### src/rtl/mc_control_unit.sv
// mc_control_unit: multicycle MIPS control. It latches the instruction into IR
// and steps FETCH/DECODE/EXEC/MEM/WB. Memory requests are held until the hit
// arrives. Illegal instructions and memory waits that run too long are trapped
// in ERROR. Every instruction that goes back to FETCH is counted in retired.

typedef enum logic [3:0] {
    ALU_SLL  = 4'h0,
    ALU_SRL  = 4'h1,
    ALU_ADD  = 4'h2,
    ALU_SUB  = 4'h3,
    ALU_AND  = 4'h4,
    ALU_OR   = 4'h5,
    ALU_XOR  = 4'h6,
    ALU_NOR  = 4'h7,
    ALU_SLT  = 4'hA,
    ALU_SLTU = 4'hB
} aluop_t;

module mc_control_unit #(
    parameter int MEM_TIMEOUT = 0,
    parameter int CNT_W       = 32
) (
    input  logic             CLK,
    input  logic             RST,
    input  logic [31:0]      imemload,
    input  logic             ihit,
    input  logic             dhit,
    input  logic             zero,
    output logic             iREN,
    output logic             dREN,
    output logic             dWEN,
    output logic             irWEN,
    output logic             pcWEN,
    output logic             regWEN,
    output logic [1:0]       pc_sel,
    output logic [1:0]       regW_sel,
    output logic [1:0]       wMemReg_sel,
    output logic [1:0]       portb_sel,
    output logic             porta_sel,
    output logic             immExt_sel,
    output aluop_t           aluOp,
    output logic             halt,
    output logic             err,
    output logic [2:0]       state,
    output logic [CNT_W-1:0] retired
);

    typedef enum logic [2:0] {
        S_FETCH  = 3'd0,
        S_DECODE = 3'd1,
        S_EXEC   = 3'd2,
        S_MEM    = 3'd3,
        S_WB     = 3'd4,
        S_HALTED = 3'd5,
        S_ERROR  = 3'd6
    } state_t;

    localparam logic [5:0] OP_RTYPE = 6'h00, OP_J     = 6'h02, OP_JAL   = 6'h03;
    localparam logic [5:0] OP_BEQ   = 6'h04, OP_BNE   = 6'h05, OP_ADDI  = 6'h08;
    localparam logic [5:0] OP_ADDIU = 6'h09, OP_SLTI  = 6'h0A, OP_SLTIU = 6'h0B;
    localparam logic [5:0] OP_ANDI  = 6'h0C, OP_ORI   = 6'h0D, OP_XORI  = 6'h0E;
    localparam logic [5:0] OP_LUI   = 6'h0F, OP_LW    = 6'h23, OP_SW    = 6'h2B;
    localparam logic [5:0] OP_HALT  = 6'h3F;

    localparam logic [5:0] FN_SLL  = 6'h00, FN_SRL  = 6'h02, FN_JR   = 6'h08;
    localparam logic [5:0] FN_ADD  = 6'h20, FN_ADDU = 6'h21, FN_SUB  = 6'h22;
    localparam logic [5:0] FN_SUBU = 6'h23, FN_AND  = 6'h24, FN_OR   = 6'h25;
    localparam logic [5:0] FN_XOR  = 6'h26, FN_NOR  = 6'h27, FN_SLT  = 6'h2A;
    localparam logic [5:0] FN_SLTU = 6'h2B;

    state_t      cur_state;
    logic [31:0] ir;
    logic [31:0] wait_cnt;
    logic [5:0]  opcode;
    logic [5:0]  funct;
    logic        legal;
    logic        is_j, is_jal, is_jr, is_beq, is_bne, is_lw, is_sw, is_halt;
    logic [1:0]  dec_pc_sel;
    logic        limit_hit;
    logic        ir_unused;

    assign opcode    = ir[31:26];
    assign funct     = ir[5:0];
    // Register and immediate fields go to the datapath directly and are not used here.
    assign ir_unused = ^ir[25:6];

    assign is_j    = (opcode == OP_J);
    assign is_jal  = (opcode == OP_JAL);
    assign is_jr   = (opcode == OP_RTYPE) && (funct == FN_JR);
    assign is_beq  = (opcode == OP_BEQ);
    assign is_bne  = (opcode == OP_BNE);
    assign is_lw   = (opcode == OP_LW);
    assign is_sw   = (opcode == OP_SW);
    assign is_halt = (opcode == OP_HALT);

    // The limit is reached when the next wait count would equal MEM_TIMEOUT.
    // A hit in that same cycle is handled before this check.
    assign limit_hit = (MEM_TIMEOUT != 0) && ((wait_cnt + 32'd1) == 32'(MEM_TIMEOUT));

    assign state = cur_state;

    // During FETCH the IR still holds the previous instruction, so PC+4 is forced.
    assign pc_sel = (cur_state == S_FETCH) ? 2'b00 : dec_pc_sel;

    // Decode datapath selects and ALU op from the registered instruction
    always_comb begin
        dec_pc_sel  = 2'b00;
        regW_sel    = 2'b00;
        wMemReg_sel = 2'b00;
        portb_sel   = 2'b00;
        porta_sel   = 1'b0;
        immExt_sel  = 1'b0;
        aluOp       = ALU_ADD;
        legal       = 1'b1;
        case (opcode)
            OP_RTYPE: begin
                case (funct)
                    FN_SLL:           begin aluOp = ALU_SLL; portb_sel = 2'b01; end
                    FN_SRL:           begin aluOp = ALU_SRL; portb_sel = 2'b01; end
                    FN_JR:            dec_pc_sel = 2'b01;
                    FN_ADD, FN_ADDU:  aluOp = ALU_ADD;
                    FN_SUB, FN_SUBU:  aluOp = ALU_SUB;
                    FN_AND:           aluOp = ALU_AND;
                    FN_OR:            aluOp = ALU_OR;
                    FN_XOR:           aluOp = ALU_XOR;
                    FN_NOR:           aluOp = ALU_NOR;
                    FN_SLT:           aluOp = ALU_SLT;
                    FN_SLTU:          aluOp = ALU_SLTU;
                    default:          legal = 1'b0;
                endcase
            end
            OP_J:    dec_pc_sel = 2'b10;
            OP_JAL: begin
                dec_pc_sel  = 2'b10;
                regW_sel    = 2'b10;
                wMemReg_sel = 2'b10;
            end
            OP_BEQ, OP_BNE: begin
                dec_pc_sel = 2'b11;
                aluOp      = ALU_SUB;
                immExt_sel = 1'b1;
            end
            OP_ADDI, OP_ADDIU, OP_SLTI, OP_SLTIU: begin
                regW_sel   = 2'b01;
                portb_sel  = 2'b10;
                immExt_sel = 1'b1;
                aluOp      = (opcode == OP_SLTI)  ? ALU_SLT  :
                             (opcode == OP_SLTIU) ? ALU_SLTU : ALU_ADD;
            end
            OP_ANDI, OP_ORI, OP_XORI: begin
                regW_sel  = 2'b01;
                portb_sel = 2'b10;
                aluOp     = (opcode == OP_ANDI) ? ALU_AND :
                            (opcode == OP_ORI)  ? ALU_OR  : ALU_XOR;
            end
            OP_LUI: begin
                // LUI puts the immediate on port A and shifts it left by the constant 16.
                regW_sel  = 2'b01;
                porta_sel = 1'b1;
                portb_sel = 2'b11;
                aluOp     = ALU_SLL;
            end
            OP_LW: begin
                regW_sel    = 2'b01;
                wMemReg_sel = 2'b01;
                portb_sel   = 2'b10;
                immExt_sel  = 1'b1;
            end
            OP_SW: begin
                portb_sel  = 2'b10;
                immExt_sel = 1'b1;
            end
            OP_HALT: ;
            default: legal = 1'b0;
        endcase
    end

    // Per-state enables; they follow the hits in the same cycle and are held low during reset
    always_comb begin
        iREN   = 1'b0;
        dREN   = 1'b0;
        dWEN   = 1'b0;
        irWEN  = 1'b0;
        pcWEN  = 1'b0;
        regWEN = 1'b0;
        if (!RST) begin
            case (cur_state)
                S_FETCH: begin
                    iREN = 1'b1;
                    if (ihit) begin
                        irWEN = 1'b1;
                        pcWEN = 1'b1;
                    end
                end
                S_DECODE: begin
                    if (is_j || is_jal) pcWEN = 1'b1;
                    if (is_jal)         regWEN = 1'b1;
                end
                S_EXEC: begin
                    if ((is_beq && zero) || (is_bne && !zero) || is_jr) pcWEN = 1'b1;
                end
                S_MEM: begin
                    dREN = is_lw;
                    dWEN = is_sw;
                end
                S_WB:    regWEN = 1'b1;
                default: ;
            endcase
        end
    end

    // State sequencing, IR load, wait counter, sticky flags and retired count
    always_ff @(posedge CLK) begin
        if (RST) begin
            cur_state <= S_FETCH;
            ir        <= '0;
            wait_cnt  <= '0;
            retired   <= '0;
            halt      <= 1'b0;
            err       <= 1'b0;
        end else begin
            case (cur_state)
                S_FETCH: begin
                    if (ihit) begin
                        ir        <= imemload;
                        cur_state <= S_DECODE;
                    end else if (limit_hit) begin
                        cur_state <= S_ERROR;
                        err       <= 1'b1;
                    end else begin
                        wait_cnt <= wait_cnt + 32'd1;
                    end
                end
                S_DECODE: begin
                    if (is_halt) begin
                        cur_state <= S_HALTED;
                        halt      <= 1'b1;
                    end else if (!legal) begin
                        cur_state <= S_ERROR;
                        err       <= 1'b1;
                    end else if (is_j || is_jal) begin
                        cur_state <= S_FETCH;
                        wait_cnt  <= '0;
                        retired   <= retired + CNT_W'(1);
                    end else begin
                        cur_state <= S_EXEC;
                    end
                end
                S_EXEC: begin
                    if (is_lw || is_sw) begin
                        cur_state <= S_MEM;
                        wait_cnt  <= '0;
                    end else if (is_beq || is_bne || is_jr) begin
                        cur_state <= S_FETCH;
                        wait_cnt  <= '0;
                        retired   <= retired + CNT_W'(1);
                    end else begin
                        cur_state <= S_WB;
                    end
                end
                S_MEM: begin
                    if (dhit) begin
                        if (is_lw) begin
                            cur_state <= S_WB;
                        end else begin
                            cur_state <= S_FETCH;
                            wait_cnt  <= '0;
                            retired   <= retired + CNT_W'(1);
                        end
                    end else if (limit_hit) begin
                        cur_state <= S_ERROR;
                        err       <= 1'b1;
                    end else begin
                        wait_cnt <= wait_cnt + 32'd1;
                    end
                end
                S_WB: begin
                    cur_state <= S_FETCH;
                    wait_cnt  <= '0;
                    retired   <= retired + CNT_W'(1);
                end
                S_HALTED, S_ERROR: ;
                default: begin
                    cur_state <= S_ERROR;
                    err       <= 1'b1;
                end
            endcase
        end
    end

endmodule

### config.mk
export PLATFORM = sky130hd
export DESIGN_NAME = mc_control_unit
export DESIGN_NICKNAME = d
export VERILOG_FILES = /design/src/rtl/mc_control_unit.sv
export SDC_FILE = /design/constraint.sdc
export NUM_CORES = 1
export LEC_CHECK = 0
export CAP_MARGIN = 20
export CORE_UTILIZATION = 32
export DETAILED_ROUTE_END_ITERATION = 8
export GPL_TIMING_DRIVEN = 0
export SLEW_MARGIN = 20
export SYNTH_ARGS = -nofsm -noshare
export SYNTH_HDL_FRONTEND = slang
export SYNTH_SLANG_ARGS = --single-unit
### constraint.sdc
create_clock -name CLK -period 5.1 [get_ports CLK]
set_clock_uncertainty 0.05 [all_clocks]
set_input_delay 1.02 -clock CLK [delete_from_list [all_inputs] [get_ports CLK]]
set_output_delay 1.02 -clock CLK [all_outputs]
set_load 0.03 [all_outputs]
# [Word-level counts from Yosys, hierarchy flattened]
# Index checks and enable logic that the tools add are counted.
[totals] regBits=69 input_bits=37 out_inout_bits=57 elab_cells=135
[op_classes] add_sub_neg=1 eq_ne=42 n_mux=53 bitwise=2 reduce_logical=32
[op_table] cell="32-bit 2-to-1 mux" count=7
[op_table] cell="32-bit case mux with 4 select lines" count=1
[op_table] cell="6-bit == test, second input constant" count=13
[op_table] cell="6-bit by 4-bit == test with 1-bit output, second input constant" count=9
[op_table] cell="4-bit case mux with 9 select lines" count=1
[op_table] cell="32-bit by 1-bit adder with 32-bit output, second input constant" count=1
[op_table] cell="1-bit 2-to-1 mux" count=21
[op_table] cell="3-bit 2-to-1 mux" count=7
[op_table] cell="4-bit case mux with 5 select lines" count=1
[op_table] cell="6-bit by 2-bit == test with 1-bit output, second input constant" count=3
[op_table] cell="2-bit != test, second input constant" count=9
[op_table] cell="3-bit case mux with 6 select lines" count=1
[op_table] cell="9-bit OR reduction" count=2
[op_table] cell="15-bit OR reduction" count=1
[op_table] cell="13-bit OR reduction" count=1
[op_table] cell="6-bit by 3-bit == test with 1-bit output, second input constant" count=2
[op_table] cell="6-bit logical NOT" count=2
[op_table] cell="2-bit case mux with 3 select lines" count=2
[op_table] cell="2-bit OR reduction" count=5
[op_table] cell="3-bit == test, second input constant" count=3
[op_table] cell="2-bit 2-to-1 mux" count=4
[op_table] cell="4-bit 2-to-1 mux" count=2
[op_table] cell="2-bit case mux with 2 select lines" count=2
[op_table] cell="8-bit AND reduction" count=1
[op_table] cell="other kinds (16)" count=29

# [Longest topological paths before layout]
# Gate-level depths: netlist of run 1.
[logic_depth] ltp_word=7 depth_mapped=8 ltp_nobuf=6

# [Worst setup path before layout of run 1]
# No wires, ideal clock.
[synth_path] path_type="input-to-output" startpoint="input RST" endpoint="output pcWEN" arrival_time_ps=2154 required_ps=4030 setup_slack_ps=1876 stages=3 path_buffers=2 cell_sequence="clkbuf_1 clkbuf_1 a211oi_1"
[synth_via] elab_chain_cells=1
[synth_rtl] element="start: declaration" line="24" source="input logic RST,"
[synth_rtl] element="1-bit 2-to-1 mux" line="186" source="if (!RST) begin"
[synth_rtl] element="end: declaration" line="33" source="output logic pcWEN,"
# Every way passes these cells.

# [Worst setup path after layout of run 1]
[layout_path] startpoint="input RST" endpoint="output irWEN"
[layout_via] elab_chain_cells=1
[layout_rtl] element="1-bit 2-to-1 mux" line="186"
[layout_rtl] element="end: declaration" line="32" source="output logic irWEN,"
# Every way passes these cells.

==> results of run 1 <==
flip-flops by register name (all words and copies together) (netlist names):
register  cells
halt          1
retired      32
ir           12
err           1
state         3
layer usage:
layer  vias up  wire length, um
met4         0               78
met2       106             4660
li1       1694                -
met1      1620             4520
met5         -                0
met3         7              620
through the flow:
stage	utilization (%)	area, um2	setup slack [ns]	total power, W	std cells
finish	42.6	4930	0.982	0.00201	649
global placement	41.1	4760	0.923	0.00162	641
detailed placement	41.1	4760	0.961	0.00163	641
floorplan	-	3860	1.88	0.00136	426
global route	42.6	4930	0.831	0.00213	649
CTS	42.6	4930	0.946	0.00203	649
cells in the mapped netlist (all sizes together), types with 10 or more instances:
cell type,n
clkbuf,17
and3,10
nand3,19
mux2,30
nand4,20
a21oi,26
nand2,49
dfxtp,49
nor2,53
buf,17
nor4,33
nor2b,32
nor3,11
cell families after synthesis:
family,count (synthesis),share of synthesized area (%)
flops,49,25.4
buf+inv,40,7.46
mux,30,11.3
compound gates,60,10.3
fa+ha+maj,1,0.324
simple gates,245,44.9
xor+xnor,1,0.227
final cells by class:
type,count,share of cell area (%)
buffer,34,5.38
inverter,6,0.457
tap,143,3.63
timing repair buffer,72,14.6
clock buffer,7,2.89
clock inverter,1,0.609
sequential,49,19.9
multi-input combinational,337,52.5
worst register-to-register path: cells and delay by family, from the launching register on:
family / cells / cell delay [ns]
fa+ha+maj: 1 / 0.24
mux: 1 / 0.32
simple gates: 4 / 1.39
flops: 1 / 0.44
power groups by stage:
stage / sequential (W) / combinational (W) / clock (W)
final: 0.000463 / 0.00115 / 0.000398
after global routing: 0.000470 / 0.00124 / 0.000420
after CTS: 0.000463 / 0.00116 / 0.000409
after detailed placement: 0.000472 / 0.00115 / 0
after global placement: 0.000470 / 0.00115 / 0
after floorplan: 0.000497 / 0.000860 / 0
worst paths after layout:
kind | endpoint | slack [ns] | startpoint
max | irWEN | 0.98 | RST
min | halt | 0.46 | halt
max reg2reg | retired[28] | 2.56 | retired[0]
min reg2reg | halt | 0.46 | halt
==> impl_metrics.csv, run 1 <==
group,metric,value,unit
run_status,status,"finished with violations",
run_status,violations_in_the_final_reports,"DRC",
setup_path,path_depth,5,
setup_path,cp.buffers_inverters,4,
sta,achievable-frequency,0.243,GHz
finish,register_cell_area_after_layout,981,um2
setup_path,crit_family,"buffers and inverters",
synth,netlist.top_cell.by_area,"dfxtp_1",
synth,synth.area.top_cells,"dfxtp_1 25%, nor4_4 16%, mux2_4 10%",
finish,finish.net_count,543,
detailed_routing,drt-wirelength-per-cell,15.2,um
grt,grt_antenna_before_repair,0,
grt,use_met2,27.8,%
grt,grt_pass1_wl,16400,um
setup_path,ff2ff_path_depth,6,
cts,cts.sink_count,49,
grt,global_route.usage.met3,3.48,%
setup_path,endpoint_kind,"primary output",
cts,postCtsResizedCells,0,
setup_path,critical_path_class,"in2out",
setup_path,critPathRequiredTime,4.03,ns
grt,grt-ovfl-total,0,
setup_path,setup.worst_path.start_class,"input pin",
place,post-dp-hpwl,7420,um
synth,synthDominantCellAreaShare,25.4,%
worst_hold_path,hold-path-cell-count,2,
synth,syn-instance-count,426,
pwr,cellPowerDensity,409,mW/mm2
worst_hold_path,holdCritPathClass,"reg2reg",
pwr,power_frac_seq,23.0,%
cts,cts_buffer_depth,2,
finish,layout_commonest_cell,"clkdlybuf4s50_1",
synth,synth.net_count,464,
setup_path,worst-endpoint-arrival,3.05,ns
pwr,clock_power_share,19.8,%
grt,via_count_of_the_first_global_routing_pass,3330,
grt,top_usage_layer,"met2",
sta,drv_slew,0,
sta,finalCritPeriodShare,80.7,%
detailed_routing,dr.first_iter.drc_count,210,
synth,synthesis.area,0.00386,mm2
grt,grtUsageTotal,16.1,%
sta,final.min_clock_period,4.12,ns
pwr,max-vdd-ir-drop,0.235,mV
pwr,power.share.combinational,57.2,%
sta,finalSetupViolCount,0,
cts,clk_root_buffer_cell,"clkbuf_16",
detailed_routing,num_vias,3427,
floorplan,fp.dieArea,0.0125,mm2
floorplan,fp-row-count,39,
sta,hold_ws,0.463,ns
sta,grt_setup_unrepaired,"no",
setup_path,crit_chain,"clkbuf_1 -> buf_1 -> clkbuf_1 -> nor2_1 -> clkdlybuf4s50_1",
floorplan,initial_utilization,33.4,%
finish,post_route_cells_drive_above_1_share,18.0,%
synth,portion_of_the_post_synthesis_area_used_by_sequential_elements,25.4,%
finish,num_antenna_cells,0,
detailed_routing,vias_per_cell,5.28,
grt,met1_usage,20.6,%
setup_path,cell_with_the_largest_stage_delay_on_the_worst_path,"clkdlybuf4s50_1",
sta,relSlewSlack,38.3,%
setup_path,timing.critical_path.slowest_cell_delay,0.61,ns
synth,ys_async_sr_fraction,0,%
pwr,p_int,0.00108,W
cts,cts_htree_levels,2,
synth,synth_flop_cell,"dfxtp_1",
job,max_cap_violations,0,
finish,most_frequent_cells_in_the_layout,"72 x clkdlybuf4s50_1, 53 x nor2_1, 49 x nand2_1, 49 x dfxtp_1, 32 x nor2b_1",
cts,cts_hold_buf,0,
floorplan,dieWidth,112,um
detailed_routing,route.final.wire_length,9870,um
place,routabilityCongestion,0.857,
sta,setup-tns-final,0,ns
synth,syn_avg_cell_area,9.06,um2
cts,tritoncts,"built",
finish,area_delta_synth_final,27.8,%
finish,fill_cells,1157,
synth,ys_types,57,
sta,worst_slew_pin_slew,0.917,ns
floorplan,floorplan.io_pins,94,
pwr,power_leakage,1.65,nW
floorplan,die_y,112,um
setup_path,timing.critical_path.mode_cell,"clkbuf_1",
cts,postCtsSetupBuffers,0,
cts,clk_pin_slew_worst_paths,0.07,ns
finish,multi_input_area,0.00259,mm2
synth,post_synth_edffs,0,
setup_path,critical_path.max_fanout,10,
synth,yosys_warnings,0,
detailed_routing,final_antenna_net_count,0,
detailed_routing,drtPass1Iterations,7,
grt,grt_max_degree,15,
pwr,power_switching,0.000935,W
cts,clk_lat_worst_skew,0.29,ns
detailed_routing,detail_route.drc_violations,5,
pwr,fraction_of_power_spent_switching_nets,46.4,%
cts,cts_inserted_buffers,5,
synth,ys_ff_latch,49,
place,numPortBuffers,72,
floorplan,core_region_area,0.0116,mm2
sta,timing_hold_violations_final,0,
Power figures use the tool's default switching activity.
==> run 2, diff against run 1 <==
clock period = 4.12 ns   (was 5.1 ns; I/O delays follow)
==> results of run 2 <==
Same layout as run 1 (identical final DEF). Status: finished with violations: DRC.
Main changes from that run: setup slack after placement 0.961 ns -> 0.373 ns; setup slack after layout 0.982 ns -> 0.394 ns; register-to-register setup slack 2.56 ns -> 1.58 ns; total power 0.00201 W -> 0.00249 W; worst IR drop on VDD 0.235 mV -> 0.290 mV
